**config.mk**
```make
export PLATFORM = sky130hd
export DESIGN_NAME = store_narrow_unit
export DESIGN_NICKNAME = d
export VERILOG_FILES = /design/src/rtl/store_narrow_unit.sv
export SDC_FILE = /design/constraint.sdc
export NUM_CORES = 1
export LEC_CHECK = 0
export BUFFER_PORTS_ARGS = -buffer_cell sky130_fd_sc_hd__buf_2
export CAP_MARGIN = 5
export CORE_MARGIN = 2
export CORE_UTILIZATION = 39
export DETAILED_ROUTE_END_ITERATION = 16
export PLACE_DENSITY = 0.81
export SYNTH_ARGS = -nofsm -noshare
export SYNTH_HDL_FRONTEND = slang
export SYNTH_SLANG_ARGS = --single-unit
```
**constraint.sdc**
```tcl
create_clock -name clk -period 2 [get_ports clk]
set_input_delay 0.1 -clock clk [delete_from_list [all_inputs] [get_ports clk]]
set_output_delay 0.1 -clock clk [all_outputs]
set_load 0.03 [all_outputs]
```
**src/rtl/store_narrow_unit.sv**
```systemverilog
// Store-path narrowing unit. It replicates the byte, halfword or word into lanes, builds the
// byte enables, and runs one registered req/ack write on the data-memory bus with a timeout.
module store_narrow_unit #(
   parameter int ADDR_W  = 32,
   parameter int TIMEOUT = 255
) (
   input  logic              clk,
   input  logic              rst,
   input  logic              st_valid,
   output logic              st_ready,
   input  logic [1:0]        st_size,
   input  logic [ADDR_W-1:0] st_addr,
   input  logic [31:0]       st_data,
   output logic              bus_req,
   output logic [ADDR_W-1:0] bus_addr,
   output logic [31:0]       bus_wdata,
   output logic [3:0]        bus_be,
   input  logic              bus_ack,
   output logic              done,
   output logic              misalign_err,
   output logic              timeout_err,
   output logic              busy
);

   // state | meaning
   // IDLE  | ready for a store request
   // REQ   | bus_req held with stable address/data/enables until ack or timeout
   // RESP  | one cycle where the done / misalign_err / timeout_err pulse is visible
   typedef enum logic [1:0] {IDLE, REQ, RESP} state_t;

   localparam logic [7:0] CNT_LAST = 8'(TIMEOUT - 1);

   state_t      state, state_nxt;
   logic [7:0]  cnt;
   logic        legal;
   logic [31:0] wdata_nxt;
   logic [3:0]  be_nxt;
   logic        accept, ack_hit, to_hit;

   always_comb begin
      legal     = 1'b0;
      wdata_nxt = st_data;
      be_nxt    = 4'b1111;
      case (st_size)
         2'b00: begin
            legal     = 1'b1;
            wdata_nxt = {4{st_data[7:0]}};
            be_nxt    = 4'b0001 << st_addr[1:0];
         end
         2'b01: begin
            legal     = ~st_addr[0];
            wdata_nxt = {2{st_data[15:0]}};
            be_nxt    = st_addr[1] ? 4'b1100 : 4'b0011;
         end
         2'b10:   legal = (st_addr[1:0] == 2'b00);
         default: legal = 1'b0;
      endcase
   end

   assign accept  = (state == IDLE) && st_valid;
   assign ack_hit = (state == REQ) && bus_ack;
   // an ack arriving on the final allowed cycle takes priority over the timeout
   assign to_hit  = (state == REQ) && !bus_ack && (cnt == CNT_LAST);

   always_ff @(posedge clk or posedge rst) begin
      if (rst) state <= IDLE;
      else     state <= state_nxt;
   end

   always_comb begin
      state_nxt = state;
      case (state)
         IDLE:    if (st_valid) state_nxt = legal ? REQ : RESP;
         REQ:     if (ack_hit || to_hit) state_nxt = RESP;
         RESP:    state_nxt = IDLE;
         default: state_nxt = IDLE;
      endcase
   end

   always_ff @(posedge clk or posedge rst) begin
      if (rst) begin
         bus_req      <= 1'b0;
         bus_addr     <= '0;
         bus_wdata    <= '0;
         bus_be       <= '0;
         done         <= 1'b0;
         misalign_err <= 1'b0;
         timeout_err  <= 1'b0;
         cnt          <= '0;
      end else begin
         done         <= ack_hit;
         misalign_err <= accept && !legal;
         timeout_err  <= to_hit;
         if (accept && legal) begin
            bus_req   <= 1'b1;
            bus_addr  <= {st_addr[ADDR_W-1:2], 2'b00};
            bus_wdata <= wdata_nxt;
            bus_be    <= be_nxt;
         end else if (ack_hit || to_hit) begin
            bus_req <= 1'b0;
            bus_be  <= 4'b0000;
         end
         if (state == REQ && !bus_ack) cnt <= cnt + 8'd1;
         else if (state == RESP)       cnt <= '0;
      end
   end

   assign busy     = (state != IDLE);
   assign st_ready = (state == IDLE);

endmodule

```
==> metrics.md, run 1 <==
| Metric | Value |
|---|---|
| Standby leakage power | `0.00261 µW` |
| Layout area overhead | `35.8%` |
| Fillcell total | `~810` |
| CTS resizes | `0` |
| Initial antenna violation count | `0` |
| Period minus WS final | `1.62 ns` |
| Max-cap violations | `0` |
| Post-CTS Setup Inserts | `0` |
| Post-Syn Instances | `380` |
| 1st-pass router iterations | `5` |
| Via/cell ratio | `4.91` |
| Pin count of the biggest net entering global routing | `62` |
| Share of cells above drive strength 1 | `0.307` |
| Hold-fix buffers, CTS | `33` |
| Die height | `~100 µm` |
| PD cells | `1290 nW/µm²` |
| Die ar. | `10100 µm²` |
| Core outline area | `9110 µm²` |
| Final Hold Fails | `0` |
| Routed length per placed instance | `14.6 µm` |
| Setup tns final | `0 ns` |
| CTS Sinks | `80` |
| WS Path Type | `reg -> reg` |
| Num CTS Buffers | `9` |
| Warnings from Yosys | `0` |
| Port bufs | `141` |
| Synthesized area per cell | `9.52 µm²` |
| Slew @ Worst Pin | `0.725 ns` |
| Slew Limit Fails | `0` |
| Data arrival time of the worst path | `between 1.5 and 2 ns` |
| Clk pwr share | `0.188` |
| Main synth FF type | `dfrtp_1` |
| Commonest cells after routing, fill and taps aside | `nand2_1 (147), buf_2 (141), dfrtp_1 (80)` |
| Longest Clk Path Bufs | `2` |
| Commonest non-fill, non-tap cell in the layout | `nand2_1` |
| VDD IR max | `714 µV` |
| Sequential power share | `0.394` |
| Relative slew slack | `0.516` |
| # IOs | `~140` |
| Nature of the critical path startpoint | `flop` |
| Routability cong. | `0.836` |
| DR DRC count | `0` |
| Synthesized area | `approximately 3600 µm²` |
| Synth cell types | `35` |
| F_max | `between 0.6 and 0.7 GHz` |
| Yosys top cell area share | `0.553` |
| Clk root buf | `clkbuf_8` |
| Sequential cell area fraction in the yosys report | `0.553` |
| Site Rows | `35` |
| CTS HTree Levels | `3` |
| Largest cells by area after synthesis | `dfrtp_1 (55%), nand2_1 (15%), mux2i_1 (7.5%)` |
| WP data required | `2.28 ns` |
| Initial core utilization | `0.397` |
| Switching Fraction | `0.439` |
| Congestion Overflow GR | `0` |
| Ant diodes | `0` |
| Vias in the first global route | `3236` |
| Logic pwr share | `0.418` |
| Synthesized flop and latch total | `80` |
| Internal | `3560 µW` |
| Number of synthesized flops with an enable pin | `0` |
| Psw | `between 2000 and 3000 µW` |
| Unrepaired setup endpoints after global routing | `false` |
| Reg2Reg Setup Slack | `0.38 ns` |
| DRT iter0 DRCs | `115` |
| Clk pin slew, worst setup/hold paths | `0.09 ns` |
| Later-pin clock latency in the skew report | `approximately 0.34 ns` |
| Antenna-violating nets left | `0` |
| Nets | `624` |
| Outcome | `finished, final reports clean` |
| Finish-stage setup viols | `0` |
| Final Core Density | `0.539` |
| HPWL after DPL | `6.55 mm` |
| Fraction of registers with async set/reset | `1.00` |
| First-pass GRT wire length | `15.6 mm` |
| Worst Hold Class | `in -> reg` |
| Final WL | `just under 10 mm` |
| Die width | `100 µm` |
| Total track usage | `0.195` |
| Vias | `3280` |
| Final period util | `0.812` |
| Critical path capture point type | `flop` |
| Synth area leader | `dfrtp_1` |
| Maximum fanout along the worst path | `25` |
| CTS tree | `yes` |
| Layout Skew | `0.0158 ns` |
routing by layer:
layer | global-route usage | share of wire | vias to the layer above
li1 | - | - | 1591
met1 | 0.254 | 0.44 | 1569
met2 | 0.318 | 0.50 | 104
met3 | 0.0411 | 0.052 | 16
met4 | 0.0801 | 0.016 | 0
met5 | 0 | 0 | -
state kept, by name, summed over array words and instances (netlist names):
register      count
bus_be            4
state             2
bus_req           1
bus_addr         30
bus_wdata        32
timeout_err       1
cnt               8
done              1
misalign_err      1
logic make-up after synthesis:
kind of cell             share of synthesized area
flip-flops                                   0.553
adder cells (fa/ha/maj)                    0.00692
multiplexers                                0.0747
AND/OR/NAND/NOR                              0.208
AO/OA/AOI/OAI                                0.102
buffers and inverters                       0.0547
other                                      0.00104
critical path: stages (launching register included):
cell	delay (ns)
dfrtp_1	0.47
nor2_2	0.33
o311a_4	0.40
buf_12	0.20
nand2_1	0.09
nand2_1	0.07
stage by stage:
| stage | area [µm²] | setup slack (ns) | std cells | total power [µW] | hold slack [ns] |
|---|---|---|---|---|---|
| 2_1_floorplan | 3620 | 0.282 | 381 | 4280 | 0.197 |
| 6_report | 4910 | 0.376 | 668 | 6340 | 0.0195 |
| 4_1_cts | 4910 | 0.356 | 668 | 6380 | 0.00496 |
| 5_1_grt | 4910 | 0.222 | 668 | 6710 | 0.0144 |
| 3_5_place_dp | 4380 | 0.353 | 619 | 5110 | 0.265 |
| 3_3_place_gp | 4380 | 0.449 | 619 | 5040 | 0.248 |
cells in the mapped netlist (3+ instances only):
cell type / number
a21oi_1: 14
buf_6: 10
nand2_1: 147
buf_4: 3
inv_1: 5
o2bb2ai_1: 3
buf_2: 5
dfrtp_1: 80
nor2_1: 18
mux2i_1: 27
nor3_1: 4
o21ai_0: 22
clkbuf_1: 5
nor3_2: 3
o21ai_1: 8
layout make-up:
cell class	count	area (µm²)	share of cell area
Clock inverter	4	53.8	0.0110
Clock buffer	12	145	0.0295
Tap cell	111	139	0.0283
Timing Repair Buffer	183	1130	0.230
Multi-Input combinational cell	273	1420	0.289
Sequential cell	80	2000	0.408
Inverter	5	22.5	0.00458
worst paths after layout:
check / startpoint / to / cells past startpoint
max: state[0] / bus_addr[4] / 5
min: st_data[31] / bus_wdata[31] / 3
max reg2reg: state[0] / bus_addr[4] / 5
min reg2reg: bus_addr[9] / bus_addr[9] / 2
max in group asynchronous: rst / bus_wdata[4] / 4
min in group asynchronous: rst / bus_addr[5] / 3
power by group through the flow:
| stage | logic, µW | clock network [µW] | registers [µW] |
|---|---|---|---|
| floorplan | 741 | 0 | 3540 |
| global placement | 2550 | 0 | 2490 |
| detailed placement | 2610 | 0 | 2510 |
| CTS | 2650 | 1230 | 2490 |
| global route | 2860 | 1300 | 2550 |
| finish | 2650 | 1190 | 2500 |
(Power assumes the default switching activity.)
==> inputs of run 2 (changes only) <==
Settings changed: PLACE_DENSITY 0.81 to 0.79.
Clock period 2 ns to 1.71 ns, I/O delays scaled along.
==> run 2 against run 1 <==
Against the previous run:
- core utilization up 0.99 points
- critical path depth unchanged
- worst hold slack worse by 0.0029 ns
- power up 20%
- die area unchanged
- clock power up 31%
==> metrics.md, run 2 (synthesized netlist as in run 1, its figures left out) <==
| Metric | Value |
|---|---|
| Slowest cell on the critical path | `dfrtp_1` |
| Final Hold Fails | `0` |
| Pin count of the biggest net entering global routing | `between 80 and 90` |
| Final period util | `0.897` |
| CP endpoint | `bus_addr[4]` |
| Initial core utilization | `0.397` |
| Logic pwr share | `0.411` |
| Reg area | `2000 µm²` |
| Largest registers | `bus_wdata x32, bus_addr x30, cnt x8` |
| Finish-stage setup viols | `0` |
| Outcome | `finished, final reports clean` |
| Initial antenna violation count | `0` |
| Ant diodes | `0` |
| Longest Clk Path Bufs | `2` |
| Internal | `4320 µW` |
| Fillcell total | `821` |
| Die height | `100 µm` |
| Sequential power share | `0.384` |
| Switching Fraction | `0.432` |
| Nets | `631` |
| Clk pin slew, worst setup/hold paths | `0.08 ns` |
| Critical path capture point type | `flop` |
| Port bufs | `~140` |
| Worst R2R Path Depth | `5` |
| Clk root buf | `clkbuf_8` |
| Vias | `3363` |
| Total track usage | `0.205` |
| Final WL | `9.97 mm` |
| Congestion Overflow GR | `0` |
| VDD IR max | `834 µV` |
| Commonest cells after routing, fill and taps aside | `nand2_1 (147), buf_2 (141), dfrtp_1 (80)` |
| Antenna-violating nets left | `0` |
| Data arrival time of the worst path | `1.82 ns` |
| Routed length per placed instance | `around 15 µm` |
| CP peak stage delay | `0.49 ns` |
| Most common cell on crit path | `nand2_1` |
| DR DRC count | `0` |
| Site Rows | `35` |
| Die width | `100 µm` |
| Power Total | `7600 µW` |
| Largest register by flop count | `bus_wdata` |
| Via/cell ratio | `between 4 and 5` |
| Nature of the critical path startpoint | `flop` |
| WP data required | `1.99 ns` |
| Critical R2R Capture | `bus_addr[4]` |
| WS Path Type | `reg -> reg` |
| Maximum fanout along the worst path | `26` |
| 1st-pass router iterations | `4` |
| CTS Sinks | `80` |
| CP Launch Point | `state[0]` |
| Multi-input gate area | `approximately 1400 µm²` |
| Clk pwr share | `0.205` |
| Setup tns final | `0 ns` |
| Post-CTS Setup Inserts | `0` |
| Reg-to-Reg Start | `state[0]` |
| PD cells | `1520 nW/µm²` |
| HPWL after DPL | `about 6.6 mm` |
| F_max | `~0.65 GHz` |
| Commonest non-fill, non-tap cell in the layout | `nand2_1` |
| CTS HTree Levels | `3` |
| Vias in the first global route | `about 3.4k` |
| Later-pin clock latency in the skew report | `0.35 ns` |
| # IOs | `between 100 and 150` |
| Num CTS Buffers | `9` |
| Unrepaired setup endpoints after global routing | `false` |
| DRT iter0 DRCs | `between 100 and 150` |
| Core outline area | `9110 µm²` |
| Routability cong. | `between 0.7 and 0.8` |
| Die ar. | `10100 µm²` |
| Max reg flops | `32` |
| Max-cap violations | `0` |
| Reg2Reg Setup Slack | `~0.18 ns` |
| First-pass GRT wire length | `16.2 mm` |
| Share of cells above drive strength 1 | `0.310` |
| Period minus WS final | `1.53 ns` |
| CP Cell Sequence | `nor2_4, o311a_4, buf_4, nand2_1, nand2_1` |
| Layout area overhead | `38.3%` |
| Standby leakage power | `0.00266 µW` |
| Layout Skew | `0.0119 ns` |
| Psw | `~3300 µW` |
| CTS tree | `yes` |
| Slew Limit Fails | `0` |
| Worst Hold Class | `in -> reg` |
## run 2: cell count changes in the layout (fill, tap and decap cells not counted)
cell and delta:
buf_4 +3, bufinv_16 +1, clkbuf_1 -1, clkinv_2 +1
clkinv_4 -1, dlygate4sd3_1 +4, nor2_2 -1, nor2_4 +1
## run 2: cell type report
type,count,share of cell area
tap,111,0.0278
clock buffer,11,0.0283
inverter,5,0.00450
sequential,80,0.400
clock inverter,5,0.0160
timing repair buffer,190,0.238
multi-input combinational,273,0.285
## run 2: worst max-delay path, delay by kind of cell, from the launching register on
kind	cells	cell delay [ns]
AND/OR/NAND/NOR	3	0.43
flip-flops	1	0.49
AO/OA/AOI/OAI	1	0.26
buffers and inverters	1	0.27
## run 2: power by group through the flow
stage / Clock (µW) / Combinational, µW / Sequential (µW)
floorplan: 0 / 871 / 4140
detailed placement: 0 / 3060 / 2930
global placement: 0 / 3000 / 2900
global route: 1680 / 3380 / 2980
finish: 1560 / 3120 / 2920
CTS: 1590 / 3130 / 2910
## run 2: stage by stage
stage | instance area, µm² | hold slack [ns] | setup slack (ns) | util | std cells
2_1_floorplan | 3630 | 0.183 | 0.191 | - | 381
3_3_place_gp | 4410 | 0.235 | 0.286 | 0.484 | 622
3_5_place_dp | 4410 | 0.239 | 0.223 | 0.484 | 622
4_1_cts | 4990 | 0.000130 | 0.203 | 0.548 | 674
5_1_grt | 5000 | 0.0129 | 0.0855 | 0.549 | 675
6_report | 5000 | 0.0165 | 0.177 | 0.549 | 675
## run 2: worst min path at each step
| stage | slack (ns) | cells past startpoint | from | end |
|---|---|---|---|---|
| 2_1_floorplan | 0.18 | 1 | bus_ack | state[0] |
| 3_3_place_gp | 0.23 | 3 | rst | timeout_err |
| 3_5_place_dp | 0.24 | 3 | rst | timeout_err |
| 4_1_cts | 0.0001 | 3 | st_data[4] | bus_wdata[4] |
| 5_1_grt | 0.01 | 3 | st_data[31] | bus_wdata[31] |
| 6_report | 0.02 | 3 | st_data[31] | bus_wdata[31] |
## run 2: repair_timing
item / CTS / global route
endpoints found under the hold margin: 115 / 1
endpoints found under the setup margin: 0 / 0
hold buffers: 36 / 1
resized for setup: 0 / 0
## run 2: layer usage
layer | wire length (µm) | track usage | vias to the layer above
met2 | 4880 | 0.340 | 134
met3 | 550 | 0.0522 | 23
met5 | 0 | 0 | -
met1 | 4280 | 0.260 | 1601
li1 | - | - | 1605
met4 | 250 | 0.0748 | 0
